**src/rtl/regfile_wb_arbiter.sv**
```systemverilog
// Register-file write-port arbiter: pipeline writeback always wins. Out-of-order
// MDU results wait in a small FIFO and are written when the pipe leaves the port free.
module regfile_wb_arbiter #(
  parameter int DATA_W     = 32,
  parameter int ADDR_W     = 5,
  parameter int FIFO_DEPTH = 4,
  parameter int STARVE_MAX = 8
) (
  input  logic                 clk,
  input  logic                 resetn,
  input  logic                 pipe_valid,
  input  logic [ADDR_W-1:0]    pipe_waddr,
  input  logic [DATA_W-1:0]    pipe_wdata,
  input  logic                 mdu_valid,
  output logic                 mdu_ready,
  input  logic [ADDR_W-1:0]    mdu_waddr,
  input  logic [DATA_W-1:0]    mdu_wdata,
  output logic                 rf_we,
  output logic [ADDR_W-1:0]    rf_waddr,
  output logic [DATA_W-1:0]    rf_wdata,
  output logic [2**ADDR_W-1:0] busy_mask,
  output logic                 pipe_stall,
  output logic                 fifo_full
);

  localparam int NREG  = 2**ADDR_W;
  localparam int PTR_W = (FIFO_DEPTH > 1) ? $clog2(FIFO_DEPTH) : 1;
  localparam int CNT_W = PTR_W + 1;
  localparam int ST_W  = $clog2(STARVE_MAX) + 1;

  logic              r_live [FIFO_DEPTH];
  logic [ADDR_W-1:0] r_addr [FIFO_DEPTH];
  logic [DATA_W-1:0] r_data [FIFO_DEPTH];
  logic [PTR_W-1:0]  r_wr_ptr;
  logic [PTR_W-1:0]  r_rd_ptr;
  logic [CNT_W-1:0]  r_count;
  logic [ST_W-1:0]   r_starve;
  logic              r_stall;
  logic              r_rf_we;
  logic [ADDR_W-1:0] r_rf_waddr;
  logic [DATA_W-1:0] r_rf_wdata;

  logic              w_pipe_wr;
  logic              w_full;
  logic              w_head_valid;
  logic              w_head_live;
  logic              w_head_issue;
  logic              w_pop;
  logic              w_loss;
  logic              w_push;
  logic              w_push_live;
  logic              w_starve_hit;
  logic [NREG-1:0]   w_slot_mask [FIFO_DEPTH];
  logic [NREG-1:0]   w_busy;

  assign w_pipe_wr    = pipe_valid & (pipe_waddr != '0);
  assign w_full       = (r_count == CNT_W'(FIFO_DEPTH));
  assign w_head_valid = (r_count != '0);
  assign w_head_live  = w_head_valid & r_live[r_rd_ptr];
  assign w_head_issue = ~w_pipe_wr & w_head_live;
  // A dead head is dropped even while the pipe owns the write port.
  assign w_pop        = w_head_issue | (w_head_valid & ~r_live[r_rd_ptr]);
  assign w_loss       = w_pipe_wr & w_head_live;
  assign w_push       = mdu_valid & mdu_ready & (mdu_waddr != '0);
  assign w_push_live  = ~(w_pipe_wr & (pipe_waddr == mdu_waddr));
  assign w_starve_hit = w_loss & (r_starve == ST_W'(STARVE_MAX - 1));

  assign mdu_ready  = resetn & ~w_full;
  assign fifo_full  = w_full;
  assign rf_we      = r_rf_we;
  assign rf_waddr   = r_rf_waddr;
  assign rf_wdata   = r_rf_wdata;
  assign pipe_stall = r_stall;

  generate
    for (genvar gi = 0; gi < FIFO_DEPTH; gi++) begin : g_slot_mask
      assign w_slot_mask[gi] = r_live[gi] ? (NREG'(1) << r_addr[gi]) : '0;
    end
  endgenerate

  always_comb begin
    w_busy = '0;
    for (int i = 0; i < FIFO_DEPTH; i++) begin
      w_busy = w_busy | w_slot_mask[i];
    end
    busy_mask = w_busy & ~NREG'(1);
  end

  // Free slots are kept dead, so the squash compare may run over every slot.
  always_ff @(posedge clk or negedge resetn) begin
    if (!resetn) begin
      for (int i = 0; i < FIFO_DEPTH; i++) begin
        r_live[i] <= 1'b0;
        r_addr[i] <= '0;
        r_data[i] <= '0;
      end
    end else begin
      for (int i = 0; i < FIFO_DEPTH; i++) begin
        if (w_push && (r_wr_ptr == PTR_W'(i))) begin
          r_live[i] <= w_push_live;
          r_addr[i] <= mdu_waddr;
          r_data[i] <= mdu_wdata;
        end else if (w_pop && (r_rd_ptr == PTR_W'(i))) begin
          r_live[i] <= 1'b0;
        end else if (w_pipe_wr && (r_addr[i] == pipe_waddr)) begin
          r_live[i] <= 1'b0;
        end
      end
    end
  end

  always_ff @(posedge clk or negedge resetn) begin
    if (!resetn) begin
      r_wr_ptr <= '0;
      r_rd_ptr <= '0;
      r_count  <= '0;
    end else begin
      if (w_push) r_wr_ptr <= r_wr_ptr + PTR_W'(1);
      if (w_pop)  r_rd_ptr <= r_rd_ptr + PTR_W'(1);
      r_count <= r_count + CNT_W'(w_push) - CNT_W'(w_pop);
    end
  end

  always_ff @(posedge clk or negedge resetn) begin
    if (!resetn) begin
      r_starve <= '0;
      r_stall  <= 1'b0;
    end else begin
      r_stall <= w_starve_hit;
      if (w_pop || w_starve_hit) begin
        r_starve <= '0;
      end else if (w_loss) begin
        r_starve <= r_starve + ST_W'(1);
      end
    end
  end

  always_ff @(posedge clk or negedge resetn) begin
    if (!resetn) begin
      r_rf_we    <= 1'b0;
      r_rf_waddr <= '0;
      r_rf_wdata <= '0;
    end else if (w_pipe_wr) begin
      r_rf_we    <= 1'b1;
      r_rf_waddr <= pipe_waddr;
      r_rf_wdata <= pipe_wdata;
    end else if (w_head_issue) begin
      r_rf_we    <= 1'b1;
      r_rf_waddr <= r_addr[r_rd_ptr];
      r_rf_wdata <= r_data[r_rd_ptr];
    end else begin
      r_rf_we    <= 1'b0;
    end
  end

endmodule

```
**config.mk**
```make
export PLATFORM = sky130hd
export DESIGN_NAME = regfile_wb_arbiter
export DESIGN_NICKNAME = d
export VERILOG_FILES = /design/src/rtl/regfile_wb_arbiter.sv
export SDC_FILE = /design/constraint.sdc
export NUM_CORES = 1
export LEC_CHECK = 0
export CAP_MARGIN = 20
export CORE_ASPECT_RATIO = 0.8
export CORE_MARGIN = 2
export CORE_UTILIZATION = 40
export CTS_CLUSTER_DIAMETER = 100
export DETAILED_ROUTE_END_ITERATION = 8
export HOLD_SLACK_MARGIN = 0.02
export SYNTH_ARGS = -nofsm -noshare
export SYNTH_HDL_FRONTEND = slang
export SYNTH_SLANG_ARGS = --single-unit
```
**constraint.sdc**
```tcl
create_clock -name clk -period 3.7 [get_ports clk]
set_input_delay 0.37 -clock clk [delete_from_list [all_inputs] [get_ports clk]]
set_output_delay 0.37 -clock clk [all_outputs]
set_load 0.05 [all_outputs]
```
==> metrics.md <==
| Metric | Value |
|---|---|
| Fillers | 2,384 |
| Total GRT Usage | approximately a fifth |
| Crit path max-delay family | buffers and inverters |
| Kind of critical path | reg2out |
| Mapped Cells | about 830 |
| Mapped Avg Cell Area | 13.2 sq um |
| Setup TNS | 0 ns |
| Slowest-stage cell, CP | clkdlybuf4s50_1 |
| Post-CTS Setup Bufs | 0 |
| Netlist Area Pre-Place | around 11,000 sq um |
| Setup crit start kind | register |
| CP arrival | 2.95 ns |
| Mapped Nets | 921 |
| Antenna Violating Nets Remaining | 0 |
| Vias in the first global route | ~7,700 |
| Sequential share of the synthesized area | 46.1% |
| TritonCTS clock tree | done |
| Routed WL | 28,000 microns |
| Max-Cap Viols | 0 |
| Mux cell area share after synthesis | 29.0% |
| I/O pins | 151 |
| Worst slew pin tran | slightly above 1 ns |
| RSZ-0062 raised after global routing | false |
| Post-synth top area share | approximately 46% |
| CTS buffer count | 22 |
| Reg-to-reg endpoint | r_count[2] |
| Clock power share | between 10% and 20% |
| Seq pwr share | 35.6% |
| Worst Hold Class | in2async |
| Via count | approximately 7,400 |
| DRC Markers | 0 |
| Crit path to | busy_mask[20] |
| Reg2Reg Depth | 9 |
| Power per cell area | 888 nW/um^2 |
| Layout cells sized above 1 | 27.0% |
| Psw | roughly 4600 uW |
| Area grow syn2layout | 21.5% |
| Avg WL per Cell | 20.9 microns |
| Slew margin rel. | around a third |
| Fin crit share | 89.7% |
| Post-synthesis adder-cell area fraction | under 10% |
| Critical path buffers and inverters | 1 |
| Minimum clock period | 3.32 ns |
| Vias per inst | 5.53 |
| Initial core utilization | between 40% and 50% |
| Worst-case clock buffer depth | 3 |
| Asr flop ratio synth | 100% |
| Hold_buf cts | 1 |
| Top_reg_cell synth | dfrtp_1 |
| VDD IR max | 0.382 mV |
| Initial drt markers | 615 |
| Routed met1 length | 13,700 microns |
| RR Startpoint | r_count[2] |
| Combinational power share | 46.7% |
| Area leader, netlist | dfrtp_1 |
| HPWL Detailed | between 15,000 and 20,000 microns |
| Number of gates resized after cts | 0 |
| First-pass GRT wire length | approximately 45,000 microns |
| Num rows | 54 |
| Die H | 152 microns |
| Storage element area | 5060 sq um |
| Final count of negative-setup-slack endpoints | 0 |
| WP depth | 5 |
| Fmax | ~300 MHz |
| Area post-placement | 12,600 sq um |
| Switching part of the total | 38.5% |
| WL met3 | ~1800 microns |
| Post-Synth Simple-Gate Area | under 10% |
| Ys Warns | 0 |
| Internal power | between 7000 and 8000 uW |
| Final nets | 1,052 |
| Final Wtd Congestion | about 0.93 |
| Number of flops mapped to enable cells by yosys | 0 |
| Multi-input gate area | between 5000 and 6000 sq um |
| Congestion Overflow GR | 0 |
| Critical path startpoint | r_live[3] |
| ANT cells | 0 |
| H-tree Lvls | 1 |
| Most common cell after layout, fill and taps aside | dfrtp_1 |
| Largest net degree at the start of global routing | ~180 |
| Commonest non-fill, non-tap cells in the layout | dfrtp_1 (200), clkdlybuf4s50_1 (148), mux2_4 (76) |
| Iteration count of the initial detailed-routing pass | 5 |
| Met2 WL post-DR | 12,200 microns |
| Die W | 189 microns |
| Highest Signal Layer | met4 |
| Largest fanout on the critical path | 9 |
| Total Power | 11,800 uW |
| Root Driver | clkbuf_16 |
| Core Footprint | 27,100 sq um |
| Xor/xnor share of the synthesized area | 2.39% |
| Final Max Tran Viols | 0 |
| Hold Vio Cnt, Final | 0 |
| #FFs+latches synth | 202 |
| Reg clk slew, reported paths | 0.06 ns |
| CP Cell Sequence | nand2_1 > nor2_1 > a22oi_1 > o221ai_1 > clkdlybuf4s50_1 |
| CTS sink cnt | 202 |
| Largest family of logic cells by synthesized area | multiplexers |
| Hold WS | 0.318 ns |
| WP data required | 3.33 ns |
| Worst Skew | 0.00623 ns |
| Die area | 28,800 sq um |
| Leak Pwr | just under 0.006 uW |
| Status | complete, no violations |
| Synth top area cells | dfrtp_1 (46%), mux2_4 (10%), mux4_2 (7.8%) |
| CP max stage delay | 0.85 ns |
| Unique masters post-synth | 48 |
| R2R setup slack | between 0.9 and 1 ns |
| Final Instance Area | 13,300 sq um |
| Worst-Skew Late Latency | 0.49 ns |
| Compound-Gate Fraction of Synth Area | 7.26% |
| IO buf count | 149 |
| Element type at the critical path end | output port |
| Initial antenna violation count | 0 |
## cells by family (layout without fill, tap and decap cells)
logic type | count (synthesis) | in the layout
buffers and inverters | 87 | 229
XOR/XNOR | 30 | 30
other | 1 | 1
AND/OR/NAND/NOR | 161 | 161
multiplexers | 223 | 223
flip-flops | 202 | 202
adder cells (fa/ha/maj) | 12 | 12
AO/OA/AOI/OAI | 115 | 115
## power groups by stage
stage | logic (uW) | registers [uW] | clock network (uW)
after floorplan | 3740 | 4450 | 0
after global placement | 5500 | 4210 | 0
after detailed placement | 5560 | 4220 | 0
after CTS | 5570 | 4200 | 2160
after global routing | 5940 | 4370 | 2260
final | 5530 | 4220 | 2090
## how the worst min path moves through the flow
| stage | endpoint | cells after the start | slack [ns] |
|---|---|---|---|
| 6_report | rf_wdata[10] | 2 | 0.32 |
| 5_1_grt | rf_wdata[10] | 2 | 0.33 |
| 4_1_cts | rf_wdata[10] | 2 | 0.31 |
| 3_5_place_dp | r_data[42] | 1 | 0.28 |
| 3_3_place_gp | r_data[42] | 1 | 0.28 |
| 2_1_floorplan | pipe_stall | 0 | 0.07 |
## routing by layer
layer	GRT usage, %	vias to the layer above
met1	30.5	3766
li1	-	3345
met2	28.7	238
met5	0	-
met3	4.15	38
met4	3.62	0
## cell usage after synthesis, drive strengths merged (2+ instances only)
master	n
a21oi	10
a221o	16
a22oi	10
and2	3
and3	5
and3b	4
buf	41
clkbuf	26
dfrtp	202
ha	11
inv	20
mux2	149
mux2i	36
mux4	38
nand2	30
nand3	48
nand3b	12
nor2	23
nor3	6
nor3b	10
nor4	5
o211ai	6
o21ai	44
o221ai	10
o22ai	12
o32ai	4
or3	2
or3b	9
or4	3
xnor2	19
xor2	11
## layout make-up
cell class | count | area share (%)
Sequential cell | 202 | 37.9
Tap cell | 364 | 3.42
Inverter | 20 | 0.563
Multi-Input combinational cell | 542 | 39.9
Clock buffer | 31 | 4.77
Clock inverter | 4 | 0.357
Timing Repair Buffer | 174 | 13.1
## state kept, by name, summed over array words and instances, names as in the netlist
signal,count
r_starve,4
rf_wdata,32
rf_waddr,5
r_count,3
pipe_stall,1
r_wr_ptr,2
r_addr,20
r_live,4
r_data,128
rf_we,1
r_rd_ptr,2
## stage by stage
step	util, %	setup slack, ns	instances
floorplan	-	1.00	831
global placement	46.7	0.526	1301
detailed placement	46.7	0.493	1301
CTS	49.2	0.412	1337
global route	49.2	0.163	1337
finish	49.2	0.379	1337
Power figures use the tool's default switching activity.
==> edit: new RTL, same settings <==
The parameter `DATA_W` goes from 32 to 64.
--- a/src/rtl/regfile_wb_arbiter.sv
+++ b/src/rtl/regfile_wb_arbiter.sv
@@ -2,5 +2,5 @@
 // MDU results wait in a small FIFO and are written when the pipe leaves the port free.
 module regfile_wb_arbiter #(
-  parameter int DATA_W     = 32,
+  parameter int DATA_W     = 64,
   parameter int ADDR_W     = 5,
   parameter int FIFO_DEPTH = 4,
Ports: changed (resized mdu_wdata, pipe_wdata and rf_wdata); port bits go from 151 to 247. The function was not compared with the original's and may differ.
==> edit against the unedited design <==
Worst setup slack worse by 0.071 ns. Synthesized area rose by 73%. Combinational power up 76%. Routed wire length grew 68%. Design area is 73% higher. Sequential cell count rose by 160. Total power up 78%. Hold slack worse by 0.071 ns. Synthesized cell count grew 54%.
==> edit: results (changes against the unedited design) <==
<table>
<tr><th>Metric</th><th>Value</th></tr>
<tr><th colspan="2">Global route</th></tr>
<tr><td>Met3 usage in global routing</td><td>4.42% (+0.27 points)</td></tr>
<tr><td>Routing usage on met1</td><td>29.2% (-1.3 points)</td></tr>
<tr><td>Largest net degree at the start of global routing</td><td>179 (+1.7%)</td></tr>
<tr><td>Vias in the first global route</td><td>12237 (+59%)</td></tr>
<tr><td>Wire length of the first global-routing pass</td><td>74100 µm (+65%)</td></tr>
<tr><td>GRT Resource Usage Total</td><td>19.3% (-0.46 points)</td></tr>
<tr><td>Antenna violations before repair</td><td>4 (+4)</td></tr>
<tr><th colspan="2">Critical path</th></tr>
<tr><td>Crit path max fanout</td><td>8 (-1)</td></tr>
<tr><th colspan="2">Timing</th></tr>
<tr><td>Relative slew slack</td><td>31.8% (+0.16 points)</td></tr>
<tr><td>Clock Skew</td><td>0.0141 ns (+0.00784 ns)</td></tr>
<tr><th colspan="2">Finish</th></tr>
<tr><td>Fraction of final layout cells with drive strength greater than 1</td><td>30.8% (+3.8 points)</td></tr>
<tr><td>Max reg flops</td><td>256 (+100%)</td></tr>
<tr><td>Filler Cell Count</td><td>4073 (+71%)</td></tr>
<tr><th colspan="2">Yosys</th></tr>
<tr><td>Number of nets produced by synthesis</td><td>1436 (+56%)</td></tr>
<tr><td>Compound-Gate Fraction of Synth Area</td><td>5.13% (-2.1 points)</td></tr>
<tr><td>Share of cell area taken by muxes after synthesis</td><td>33.7% (+4.7 points)</td></tr>
<tr><td>Count of distinct cell types in the synthesized netlist</td><td>52 (+8.3%)</td></tr>
<tr><td>Arithmetic-cell share of the synthesized area counting full adders, half adders and majority gates</td><td>0.828% (-0.61 points)</td></tr>
<tr><td>Post-Synth XOR/XNOR Area</td><td>1.38% (-1.0 points)</td></tr>
<tr><th colspan="2">Place</th></tr>
<tr><td>Routability Congestion</td><td>0.857 (-8.1%)</td></tr>
<tr><td># port buffers</td><td>245 (+64%)</td></tr>
<tr><td>DPL Wire Length</td><td>29200 µm (+59%)</td></tr>
<tr><th colspan="2">Clock network</th></tr>
<tr><td>Later-pin clock latency in the skew report</td><td>0.55 ns (+0.06 ns)</td></tr>
<tr><td>H-tree levels</td><td>2 (+1)</td></tr>
<tr><th colspan="2">Power and ir drop</th></tr>
<tr><td>Largest vdd supply drop</td><td>0.000609 V (+59%)</td></tr>
<tr><td>Total leakage power</td><td>10.5 nW (+81%)</td></tr>
<tr><th colspan="2">Run status</th></tr>
<tr><td>Run status</td><td>finished, final reports clean</td></tr>
</table>
[edit: cell types whose count changed in the layout (fill, tap and decap cells not counted), sizes merged, moves of 32 or more]
cell,before,now
clkdlybuf4s50,148,244
dfrtp,202,362
mux2,149,277
mux2i,36,68
mux4,38,70
nand3,48,80
o21ai,44,76
[edit: cell families (layout without fill, tap and decap cells)]
kind of cell               Yosys count  in the layout
AOI/OAI and AO/OA                  147            147
xor gates and xnor gates            30             30
adders and majority gates           12             12
buffers and inverters              122            366
DFF                                362            362
muxes                              415            415
other                                1              1
and+or+nand+nor                    193            193
[edit: layer usage]
layer / vias to the layer above / part of all wire, %
li1: 5179 / -
met1: 5984 / 48
met2: 350 / 44
met3: 70 / 6.5
met4: 8 / 1.4
met5: - / 0.13
[edit: per-stage QoR]
stage               setup slack, ns  power (mW)  cells
finish                        0.309        21.1   2146
floorplan                      1.04        14.6   1282
global route                  0.166        22.3   2146
CTS                           0.307        21.3   2146
global placement              0.441        17.0   2076
detailed placement            0.372        17.2   2076
[edit: worst max-delay path, cell delays in order (launching register included)]
cell,delay [ns]
sky130_fd_sc_hd__dfrtp_1,0.47
sky130_fd_sc_hd__nand3b_1,0.44
sky130_fd_sc_hd__or4_1,0.51
sky130_fd_sc_hd__o21ai_0,0.09
sky130_fd_sc_hd__a221o_1,0.15
sky130_fd_sc_hd__clkdlybuf4s50_1,0.82
[edit: area by class of cell]
cell class | instances | share of cell area (%)
Multi-Input combinational cell | 798 | 38.9
Sequential cell | 362 | 39.4
Timing Repair Buffer | 277 | 12.5
Inverter | 20 | 0.326
Tap cell | 620 | 3.37
Clock inverter | 9 | 0.446
Clock buffer | 60 | 5.12
[edit: path summary, 6_finish.rpt]
kind,cells past startpoint,to,from,slack [ns]
max,5,busy_mask[16],r_addr[3],0.31
min,2,r_data[190],resetn,0.25
max reg2reg,9,r_count[2],r_count[2],0.85
min reg2reg,1,r_data[94],r_data[94],0.50
max in group asynchronous,3,r_data[91],resetn,2.22
min in group clk,3,rf_wdata[33],pipe_wdata[33],0.45
[edit: power by group]
group          leakage, nW  internal, mW  switching [mW]  total (mW)
clock network        0.633          2.33            1.62        3.95
logic                 5.52          5.14            4.58        9.72
registers             4.39          5.93            1.50        7.43
